--- src/rtl/grid_loader_pkg.sv ---
// Shared constants and types for the grid RAM front end: address type, RAM size,
// ASCII codes seen in puzzle text, and the loader's state/register layout.
package grid_loader_pkg;

    localparam int unsigned RAM_DEPTH  = 20480;
    localparam int unsigned RAM_ADDR_W = 15;

    typedef logic [RAM_ADDR_W-1:0] RamAddr_t;

    localparam logic [7:0] ASCII_DOT = 8'h2E;
    localparam logic [7:0] ASCII_AT  = 8'h40;
    localparam logic [7:0] ASCII_EOT = 8'h04;
    localparam logic [7:0] ASCII_LF  = 8'h0A;
    localparam logic [7:0] ASCII_CR  = 8'h0D;

    typedef enum logic [1:0] {
        S_LOAD,
        S_EOT,
        S_DONE,
        S_ERROR
    } loader_state_e;

    typedef struct packed {
        loader_state_e state;
        RamAddr_t      ptr;        // next free cell address
        logic [15:0]   column;
        logic [15:0]   row_count;
        logic          in_ready;
        RamAddr_t      wr_addr;
        logic          wr_en;
        logic [7:0]    wr_data;
        logic          done;
        logic          error;
    } loader_regs_t;

    // True when one more full row still leaves a slot for the trailing EOT byte.
    function automatic logic row_fits(input logic [15:0] rows_done, input int unsigned cols);
        int unsigned need;
        need = (32'(rows_done) + 32'd1) * cols + 32'd1;
        return need <= RAM_DEPTH;
    endfunction

endpackage

--- src/rtl/grid_loader.sv ---
// Streams ASCII puzzle rows into the grid RAM row-major, strips CR/LF, appends EOT,
// then raises Done; malformed input or a full RAM raises Error instead.
module grid_loader
    import grid_loader_pkg::*;
#(
    parameter int GRID_COLUMNS = 138
) (
    input  logic        Clk,
    input  logic        Reset,
    input  logic        InValid,
    output logic        InReady,
    input  logic [7:0]  InData,
    input  logic        InLast,
    output RamAddr_t    WriteAddr,
    output logic        WriteEnable,
    output logic [7:0]  WriteData,
    output logic [15:0] RowCount,
    output logic        Done,
    output logic        Error
);

    localparam logic [15:0] COLS = 16'(GRID_COLUMNS);

    localparam loader_regs_t REGS_RESET = '{
        state:     S_LOAD,
        ptr:       '0,
        column:    '0,
        row_count: '0,
        in_ready:  1'b1,
        wr_addr:   '0,
        wr_en:     1'b0,
        wr_data:   '0,
        done:      1'b0,
        error:     1'b0
    };

    loader_regs_t regs_q, regs_d;

    logic        accept;
    logic        is_cell;
    logic        row_done;
    logic        bad;
    logic [15:0] col_next;
    logic [15:0] rows_next;

    always_comb begin
        // NOTE: every variable gets a default before any branch, so no path leaves one unassigned and no latch is inferred.
        regs_d       = regs_q;
        regs_d.wr_en = 1'b0;
        accept       = InValid && regs_q.in_ready;
        is_cell      = (InData == ASCII_DOT) || (InData == ASCII_AT);
        col_next     = regs_q.column;
        rows_next    = regs_q.row_count;
        row_done     = 1'b0;
        bad          = 1'b0;

        unique case (regs_q.state)
            S_LOAD: begin
                if (accept) begin
                    if (is_cell) begin
                        if (regs_q.column < COLS) begin
                            regs_d.wr_en   = 1'b1;
                            regs_d.wr_addr = regs_q.ptr;
                            regs_d.wr_data = InData;
                            regs_d.ptr     = regs_q.ptr + 1'b1;
                            col_next       = regs_q.column + 16'd1;
                        end else begin
                            bad = 1'b1;
                        end
                    end else if (InData == ASCII_LF) begin
                        if (regs_q.column == COLS) row_done = 1'b1;
                        else                       bad      = 1'b1;
                    end else if (InData != ASCII_CR) begin
                        bad = 1'b1;
                    end

                    // A final row without a trailing LF completes on the last byte.
                    if (!bad && InLast && (col_next == COLS)) row_done = 1'b1;

                    if (row_done) begin
                        col_next = '0;
                        if (row_fits(regs_q.row_count, GRID_COLUMNS))
                            rows_next = (regs_q.row_count == 16'hFFFF) ? regs_q.row_count
                                                                        : regs_q.row_count + 16'd1;
                        else
                            bad = 1'b1;
                    end

                    if (bad) begin
                        regs_d.state    = S_ERROR;
                        regs_d.in_ready = 1'b0;
                        regs_d.error    = 1'b1;
                        regs_d.wr_en    = 1'b0;
                    end else begin
                        regs_d.column    = col_next;
                        regs_d.row_count = rows_next;
                        if (InLast) begin
                            regs_d.in_ready = 1'b0;
                            if ((col_next == '0) && (rows_next != '0)) begin
                                regs_d.state = S_EOT;
                            end else begin
                                regs_d.state = S_ERROR;
                                regs_d.error = 1'b1;
                            end
                        end
                    end
                end
            end
            S_EOT: begin
                regs_d.wr_en   = 1'b1;
                regs_d.wr_addr = regs_q.ptr;
                regs_d.wr_data = ASCII_EOT;
                regs_d.state   = S_DONE;
            end
            S_DONE: begin
                regs_d.done = 1'b1;
            end
            S_ERROR: begin
                regs_d.error = 1'b1;
            end
            default: begin
                regs_d = REGS_RESET;
            end
        endcase
    end

    // NOTE: non-blocking assignments here so every flop samples the pre-edge value of regs_d.
    always_ff @(posedge Clk) begin
        if (Reset) regs_q <= REGS_RESET;
        else       regs_q <= regs_d;
    end

    assign InReady     = regs_q.in_ready;
    assign WriteAddr   = regs_q.wr_addr;
    assign WriteEnable = regs_q.wr_en;
    assign WriteData   = regs_q.wr_data;
    assign RowCount    = regs_q.row_count;
    assign Done        = regs_q.done;
    assign Error       = regs_q.error;

endmodule
--- config.mk ---
export PLATFORM = sky130hd
export DESIGN_NAME = grid_loader
export DESIGN_NICKNAME = d
export VERILOG_FILES = /design/src/rtl/grid_loader_pkg.sv /design/src/rtl/grid_loader.sv
export SDC_FILE = /design/constraint.sdc
export NUM_CORES = 1
export LEC_CHECK = 0
export BUFFER_PORTS_ARGS = -buffer_cell sky130_fd_sc_hd__clkbuf_2
export CAP_MARGIN = 20
export CORE_UTILIZATION = 55
export CTS_BUF_LIST = sky130_fd_sc_hd__clkbuf_8
export CTS_CLUSTER_SIZE = 10
export DETAILED_ROUTE_END_ITERATION = 8
export PLACE_DENSITY = 0.86
export SKIP_CTS_REPAIR_TIMING = 1
export SYNTH_ARGS = -nofsm -noshare
export SYNTH_HDL_FRONTEND = slang
export SYNTH_SLANG_ARGS = --single-unit
--- constraint.sdc ---
create_clock -name Clk -period 5.52 [get_ports Clk]
set_input_delay 0 -clock Clk [delete_from_list [all_inputs] [get_ports Clk]]
set_output_delay 0 -clock Clk [all_outputs]
set_load 0.02 [all_outputs]
==> results.yml, run 1 <==
routing:
  antenna_violating_nets_post_route: 0
  dr_total_vias: 5786
  route.final.wire_length_um: 16700
  drt_first_pass_iters: 6
  detail_route.wl_per_cell_um: 16.9
  drc_errors: 0
  drt-vias-per-instance: 5.86
  drt_iter0_drc: 574
synth:
  synth_fp_nets: 841
  synthMostInstantiatedCell: "nand2_1"
  synth_top_area_share: 0.257
  yosysTopAreaCell: "dfxtp_1"
  ys_warn_count: 0
  synth-seq-area-share: 0.257
  ys_types: 62
  post_synth_instance_area_um2: 5920
  synth-main-ff-cell: "dfxtp_1"
  avgSynthCellArea_um2: 7.74
  synth_top_cells_by_count: "94 x nand2_1, 76 x dfxtp_1, 61 x nor2_1, 56 x ha_1, 55 x a21oi_1"
  count_of_flip_flops_with_a_built_in_enable_after_synthesis: 0
  synth-async-reset-ratio: 0
  syn_inst: 764
  synthTopCellsByArea: "dfxtp_1 26%, ha_1 12%, nand2_1 6.0%, xor2_1 5.3%, buf_4 5.1%"
  ys_ff_latch: 76
worst_setup_path:
  critical_path.endpoint: "RowCount[6]"
  worst_setup_path_start_kind: "flip-flop"
  path_class: "reg2reg"
  crit_path_end_kind: "flip-flop"
  worst_reg2reg_setup_slack_ps: -240
  source_of_the_critical_timing_path: "RowCount[1]"
  cp_data_required_time_ps: 5730
  r2r-start: "RowCount[1]"
  worst-endpoint-arrival_ps: 5960
  path_max_fanout: 8
  rr_endpoint: "RowCount[6]"
  worstRegToRegCells: 22
timing:
  finalSetupViolCount: 18
  timing_worst_slew_pin_value_ps: 1090
  fin_worst_hold_slack_ps: -10.9
  share_of_the_clock_period_used_by_the_worst_path_after_layout: 1.04
  setup_repair_after_global_routing_missed_its_margin: "true"
  final_hold_violations: 1
  finalClockSkew_ps: 14.1
  setup_slack_ps: -237
  post-route-min-period_ps: 5760
  timing.fmax_mhz: 174
  worst_slew_margin_rel: 0.268
  slew_violations: 0
cells_and_area:
  antenna_cells_inserted: 0
  multi_input_area_um2: 4080
  layout-drive-gt1-share: 0.263
  final_net_count: 925
  ff_latch_area_um2: 1530
  area_delta_synth_final_pct: 21.1
  num-fill-cells: 772
clock_network:
  cts_inserted_buffers: 9
  tritoncts_num_sinks: 76
  cts.path.max_buffers: 2
  path_clk_slew_ps: 90
  cts_root_buffer: "clkbuf_8"
  clk_latency_ps: 370
  h-tree-depth: 3
  tritoncts: "done"
die:
  ios: 55
  core_area_um2: 10400
  number_of_rows_created_at_floorplan: 37
  die-width_um: 106
  fp.dieArea_um2: 11200
  fp.dieH_um: 106
  initial_core_util: 0.571
power_and_ir_drop:
  report.power.total_mw: 1.05
  power_density_nw_per_um2: 146
  power.leakage_nw: 3.38
  power.ir.vdd_worst_mv: 0.186
place:
  gp_routability_congestion: 0.911
  detailed_placement_wirelength_estimate_um: 11200
  numPortBuffers: 54
global_route:
  grt_overflow: 0
  gr-usage-all-layers: 0.265
  vias_in_the_first_global_route: 5145
  grt_first_pass_wirelength_um: 23900
  grt_antenna_before_repair: 0
  largest_net_degree_at_the_start_of_global_routing: 75
hold_path:
  worstHoldPathType: "in2reg"
flow_run:
  max-cap-violations: 0
status:
  run_status: "finished with violations"
  violations: "hold timing, setup timing"
==> through the flow <==
| stage | setup WS (ps) | instance area [um2] | utilization | setup TNS, ps | std cells |
|---|---|---|---|---|---|
| CTS | -272 | 6770 | 0.653 | -3710 | 971 |
| finish | -237 | 7170 | 0.691 | -2530 | 988 |
| global placement | -80.6 | 6580 | 0.635 | -168 | 956 |
| global route | -455 | 7170 | 0.691 | -7330 | 988 |
| floorplan | 5.10 | 6040 | - | 0 | 764 |
| detailed placement | -251 | 6580 | 0.635 | -3120 | 956 |
==> registers in the layout, summed over array words and instances, names as in the netlist <==
signal / flops
InReady: 1
regs_q: 33
WriteEnable: 1
WriteAddr: 15
WriteData: 8
RowCount: 16
Error: 1
Done: 1
==> per-layer routing <==
layer	share of wire	vias to the layer above	track usage
met5	0	-	0
met4	0.029	0	0.0724
met3	0.068	42	0.0495
met2	0.48	269	0.451
met1	0.43	2707	0.342
li1	-	2768	-
==> logic make-up (layout without fill, tap and decap cells) <==
logic type,count (synthesis),in the layout,synth area share
AOI/OAI and AO/OA,139,139,0.145
xor gates and xnor gates,54,54,0.0812
adders and majority gates,65,65,0.149
buffers and inverters,127,215,0.110
DFF,76,76,0.257
muxes,2,2,0.00338
and+or+nand+nor,301,301,0.254
==> worst min path at each step <==
| stage | depth (start not counted) | startpoint | to | slack, ps |
|---|---|---|---|---|
| floorplan | 2 | InData[6] | WriteData[6] | 160 |
| global placement | 3 | InData[6] | WriteData[6] | 320 |
| detailed placement | 3 | InData[6] | WriteData[6] | 350 |
| CTS | 3 | InData[6] | WriteData[6] | -20 |
| global route | 3 | InData[6] | WriteData[6] | 20 |
| finish | 3 | InData[6] | WriteData[6] | -10 |
==> area by class of cell <==
cell class / count / share of cell area
multi-input combinational: 561 / 0.569
sequential: 76 / 0.214
timing repair buffer: 145 / 0.137
inverter: 55 / 0.0288
tap: 136 / 0.0237
clock buffer: 10 / 0.0192
clock inverter: 5 / 0.00768
==> power breakdown <==
group / internal, mW / total, mW / switching [mW]
registers: 0.552 / 0.560 / 0.00761
logic: 0.0174 / 0.0566 / 0.0392
clock network: 0.217 / 0.429 / 0.212
total: 0.787 / 1.05 / 0.259
==> layout by cell type (no fill, tap or decap), drive strengths merged, types with 3 or more instances in the layout <==
cell type	synthesis	final
a211o	5	5
nand2b	5	5
or3	11	11
a211oi	6	6
or2	3	3
a22oi	3	3
nand3	23	23
nor2b	11	11
nand4	18	18
a21oi	55	55
nand2	95	95
o31ai	3	3
xnor2	18	18
or4	4	4
inv	55	57
a31oi	8	8
o21bai	3	3
and2	8	8
ha	56	56
nand4b	3	3
buf	52	91
o21a	8	8
fa	9	9
o21ai	25	25
o211ai	3	3
nor3	24	24
nor2	61	61
xor2	36	36
o22ai	3	3
nor4	12	12
a21o	7	7
clkbuf	20	64
dfxtp	76	76
and3	11	11
and3b	3	3
==> worst max-delay path, stage by stage, from the launching register on <==
cell and delay (ps):
dfxtp_4 390, ha_4 150, buf_4 110, and3_1 240, nand3_1 220, xnor2_1 190, ha_1 320, ha_1 330
fa_1 470, ha_1 370, and4_1 230, and2_1 170, a221oi_2 270, xor2_1 170, a31oi_1 110, a211o_1 320
or4_4 590, buf_6 150, nor3_4 200, buf_6 210, nand2_1 90, xor2_1 210, nor2_1 80
No activity file was read; power rests on OpenSTA's default activity.
==> inputs of run 2 (changes only) <==
--- a/config.mk
+++ b/config.mk
@@ -16,3 +16,4 @@
 export SYNTH_ARGS = -nofsm -noshare
 export SYNTH_HDL_FRONTEND = slang
 export SYNTH_SLANG_ARGS = --single-unit
+export TNS_END_PERCENT = 20
==> results.yml, run 2 (same netlist as run 1, synthesis figures left out) <==
clock_network:
  cts_root_buffer: "clkbuf_8"
  clk_latency_ps: 360
  cts.path.max_buffers: 2
  cts_inserted_buffers: 9
  path_clk_slew_ps: 80
  h-tree-depth: 3
  tritoncts: "done"
  tritoncts_num_sinks: 76
die:
  die-width_um: 106
  ios: 55
  initial_core_util: 0.571
  number_of_rows_created_at_floorplan: 37
  core_area_um2: 10400
  fp.dieH_um: 106
  fp.dieArea_um2: 11200
cells_and_area:
  registers.top_by_ff_count: "regs_q"
  largest_register_ffs: 33
  post-route-cell-area_um2: 7130
  final_net_count: 923
  antenna_cells_inserted: 0
  area_delta_synth_final_pct: 20.5
  layout-drive-gt1-share: 0.256
  most_common_library_cell_in_the_layout_ignoring_fill_and_taps: "nand2_1"
  layout_common_cells: "92 x nand2_1, 81 x buf_4, 71 x dfxtp_1"
worst_setup_path:
  cp_data_required_time_ps: 5740
  crit_path_end_kind: "flip-flop"
  max_stage_delay_ps: 580
  path_class: "reg2reg"
  worst_reg2reg_setup_slack_ps: -260
  path_max_fanout: 8
  cpMostUsedCell: "buf_6"
  crit_slowest_cell: "or4_4"
  worst-endpoint-arrival_ps: 6000
  worst_setup_path_start_kind: "flip-flop"
  worstPathBufferInverterCount: 8
  cpLargestDelayFamily: "simple AND/OR/NAND/NOR gates"
timing:
  final_hold_violations: 1
  finalClockSkew_ps: 5.86
  finalSetupViolCount: 18
  setup_repair_after_global_routing_missed_its_margin: "true"
  timing.fmax_mhz: 173
  fin_worst_hold_slack_ps: -7.81
  fin_setup_tns_ps: -3130
  share_of_the_clock_period_used_by_the_worst_path_after_layout: 1.05
  post-route-min-period_ps: 5780
  setup_slack_ps: -258
  slew_violations: 0
  timing_worst_slew_pin_value_ps: 1090
  worst_slew_margin_rel: 0.266
routing:
  drc_errors: 0
  route.final.wire_length_um: 16300
  antenna_violating_nets_post_route: 0
  drt_first_pass_iters: 5
  drt_iter0_drc: 510
  detail_route.wl_per_cell_um: 16.6
  drt-vias-per-instance: 5.84
  dr_total_vias: 5762
place:
  numPortBuffers: 54
  detailedPlace.worstSlack_ps: -251
  detailed_placement_wirelength_estimate_um: 11200
  placed_area_um2: 6580
  gp_routability_congestion: 0.911
power_and_ir_drop:
  power.ir.vdd_worst_mv: 0.186
  power_density_nw_per_um2: 146
  power.leakage_nw: 3.36
  report.power.total_mw: 1.04
global_route:
  grt_antenna_before_repair: 0
  vias_in_the_first_global_route: 5145
  grt_first_pass_wirelength_um: 23900
  grt_overflow: 0
  largest_net_degree_at_the_start_of_global_routing: 75
  gr-usage-all-layers: 0.265
flow_run:
  max-cap-violations: 0
hold_path:
  worstHoldPathType: "in2reg"
status:
  violations: "hold timing, setup timing"
  run_status: "finished with violations"
-- run 2: changes by cell type in the layout (fill, tap and decap cells not counted) --
cell      previous run  this run
buf_4               83        81
nand2_1             90        92
nand2_2              4         2
nand2b_1             3         4
nand2b_4             2         1
xnor2_1             11        12
xnor2_2              6         5
-- run 2: metrics by stage --
step / std cells / utilization
floorplan: 764 / -
global placement: 956 / 0.635
detailed placement: 956 / 0.635
CTS: 971 / 0.653
global route: 986 / 0.688
finish: 986 / 0.688
-- run 2: routing by layer --
layer | global-route usage | wire length (um)
met5 | 0 | 0
met4 | 0.0724 | 431
met3 | 0.0495 | 1140
met2 | 0.451 | 7850
met1 | 0.342 | 6920
-- run 2: final timing paths --
path                     start            to  cells past startpoint
setup / recovery   RowCount[4]   RowCount[9]                     26
hold / removal       InData[6]  WriteData[6]                      3
setup reg to reg   RowCount[4]   RowCount[9]                     26
hold reg to reg   WriteAddr[8]  WriteAddr[8]                      2
-- run 2: cell type report --
cell class | count | area, um2
clock buffers | 10 | 138
clock inverters | 5 | 55.1
fillers | 769 | 3240
inverters | 55 | 206
multi-input cells | 561 | 4060
flip-flops and latches | 76 | 1530
well taps | 136 | 170
repair buffers | 143 | 968
-- run 2: power breakdown --
part / internal [mW] / total [mW] / switching, mW
Clock: 0.217 / 0.425 / 0.208
Combinational: 0.0174 / 0.0566 / 0.0391
Sequential: 0.552 / 0.560 / 0.00782
-- run 2: tightest hold or removal path: stages --
cell and delay [ps]:
clkbuf_2 140, a22oi_1 90, nor2_1 80
==> inputs of run 3 (changes only) <==
--- a/config.mk
+++ b/config.mk
@@ -11,7 +11,7 @@
 export CTS_BUF_LIST = sky130_fd_sc_hd__clkbuf_8
 export CTS_CLUSTER_SIZE = 10
 export DETAILED_ROUTE_END_ITERATION = 8
-export PLACE_DENSITY = 0.86
+export PLACE_DENSITY = 0.83
 export SKIP_CTS_REPAIR_TIMING = 1
 export SYNTH_ARGS = -nofsm -noshare
 export SYNTH_HDL_FRONTEND = slang
==> constraint.sdc (replaced) <==
create_clock -name Clk -period 5.6 [get_ports Clk]
set_input_delay 0 -clock Clk [delete_from_list [all_inputs] [get_ports Clk]]
set_output_delay 0 -clock Clk [all_outputs]
set_load 0.02 [all_outputs]
==> results.yml, run 3 (same netlist as run 1, synthesis figures left out) <==
hold_path:
  hold-path-endpoint: "WriteData[6]"
  whs_path_cells: 3
  worstHoldPathType: "in2reg"
  worstHoldStart: "InData[6]"
die:
  fp.dieArea_um2: 11200
  core_area_um2: 10400
  die-width_um: 106
  number_of_rows_created_at_floorplan: 37
  ios: 55
  initial_core_util: 0.571
  fp.dieH_um: 106
global_route:
  met3_usage: 0.0427
  grt_overflow: 0
  gr-usage-all-layers: 0.271
  largest_net_degree_at_the_start_of_global_routing: 75
  globalRouteMet2Util: 0.472
  vias_in_the_first_global_route: 5162
  grt_antenna_before_repair: 0
  grt_first_pass_wirelength_um: 24500
  global_route.usage.met1: 0.351
  gr-max-usage-layer: "met2"
routing:
  antenna_violating_nets_post_route: 0
  route.final.wire_length_um: 16600
  drt_iter0_drc: 487
  drt-vias-per-instance: 5.87
  drc_errors: 0
  detail_route.wl_per_cell_um: 16.9
  drt_first_pass_iters: 5
  dr_total_vias: 5766
worst_setup_path:
  cp_data_required_time_ps: 5800
  r2r-start: "RowCount[1]"
  worst_reg2reg_setup_slack_ps: -140
  crit_path_end_kind: "flip-flop"
  rr_endpoint: "RowCount[15]"
  worstRegToRegCells: 27
  path_class: "reg2reg"
  worst-endpoint-arrival_ps: 5950
  worst_setup_path_start_kind: "flip-flop"
  path_max_fanout: 4
place:
  placed_area_um2: 6560
  dp.cells: 955
  detailed_placement_wirelength_estimate_um: 11800
  gp_routability_congestion: 0.911
  numPortBuffers: 54
cells_and_area:
  most_common_library_cell_in_the_layout_ignoring_fill_and_taps: "nand2_1"
  largest_register_ffs: 33
  post-route-cell-area_um2: 7130
  area_delta_synth_final_pct: 20.4
  core_utilization_of_the_finished_layout: 0.687
  layout_common_cells: "88 x nand2_1, 75 x buf_4, 70 x dfxtp_1"
  final_net_count: 918
  antenna_cells_inserted: 0
  stdcell_count: 982
  registers.top_by_ff_count: "regs_q"
  layout-drive-gt1-share: 0.264
clock_network:
  cts_root_buffer: "clkbuf_8"
  h-tree-depth: 3
  cts.path.max_buffers: 2
  cts_inserted_buffers: 9
  path_clk_slew_ps: 100
  clk_latency_ps: 360
  tritoncts: "done"
  tritoncts_num_sinks: 76
timing:
  post-route-min-period_ps: 5740
  slew_violations: 0
  final_hold_violations: 1
  fin_worst_hold_slack_ps: -41.9
  finalClockSkew_ps: 14.8
  setup_slack_ps: -144
  setup_repair_after_global_routing_missed_its_margin: "true"
  timing.fmax_mhz: 174
  worst_slew_margin_rel: 0.502
  timing_worst_slew_pin_value_ps: 748
  finalSetupViolCount: 18
  share_of_the_clock_period_used_by_the_worst_path_after_layout: 1.03
power_and_ir_drop:
  power_density_nw_per_um2: 143
  power.ir.vdd_worst_mv: 0.174
  power.leakage_nw: 3.35
  report.power.total_mw: 1.02
flow_run:
  max-cap-violations: 0
status:
  run_status: "finished with violations"
  violations: "hold timing, setup timing"
run 3: cell count changes in the layout (fill, tap and decap cells not counted), moves of 3 or more:
| cell | previous run | this run |
|---|---|---|
| nand2_2 | 2 | 5 |
| buf_4 | 81 | 75 |
| nand2_1 | 92 | 88 |
| buf_6 | 8 | 5 |
run 3: where the power goes:
part	internal (mW)	switching, mW	total [mW]
sequential	0.544	0.00671	0.551
combinational	0.0173	0.0384	0.0557
clock	0.172	0.239	0.411
run 3: per-stage QoR:
step                hold WS [ps]  TNS, ps  worst slack, ps
finish                     -41.9    -1320             -144
CTS                        -44.6    -4190             -227
global placement             301     -736             -100
detailed placement           327    -3240             -199
floorplan                    161        0             4.24
global route                11.5    -3240             -241
run 3: worst max path at each step:
stage | start | end | slack, ps | depth (start not counted)
after floorplan | RowCount[1] | regs_q[75] | 4 | 25
after global placement | RowCount[0] | Error | -100 | 25
after detailed placement | RowCount[6] | RowCount[1] | -200 | 24
after CTS | RowCount[6] | Error | -230 | 24
after global routing | RowCount[1] | RowCount[11] | -240 | 27
final | RowCount[1] | RowCount[15] | -140 | 27
run 3: critical path: stages (launching register included):
cell and delay [ps]:
dfxtp_4 400, ha_4 140, nand4_1 140, or2_4 330
nor2_4 140, xnor2_2 150, inv_1 70, ha_1 300
ha_1 290, inv_1 70, fa_1 520, inv_1 50
ha_1 330, nand2_1 100, o31ai_1 330, a21oi_1 160
a211oi_2 230, buf_4 160, o21a_1 120, o22ai_1 120
or4_4 570, buf_6 160, nor3_4 150, buf_6 150
buf_6 110, nand2_1 60, xor2_1 170, nor2_1 70
run 3: cell type report:
class	instances	area, um2
inverters	55	206
clock inverters	7	65.1
fillers	792	3240
well taps	136	170
repair buffers	137	940
clock buffers	9	124
multi-input cells	562	4080
flip-flops and latches	76	1540
run 3: metal layers:
| metal | vias up | share of wire |
|---|---|---|
| met5 | - | 0 |
| met4 | 0 | 0.017 |
| met3 | 40 | 0.065 |
| met2 | 243 | 0.50 |
| met1 | 2739 | 0.41 |
| li1 | 2744 | - |
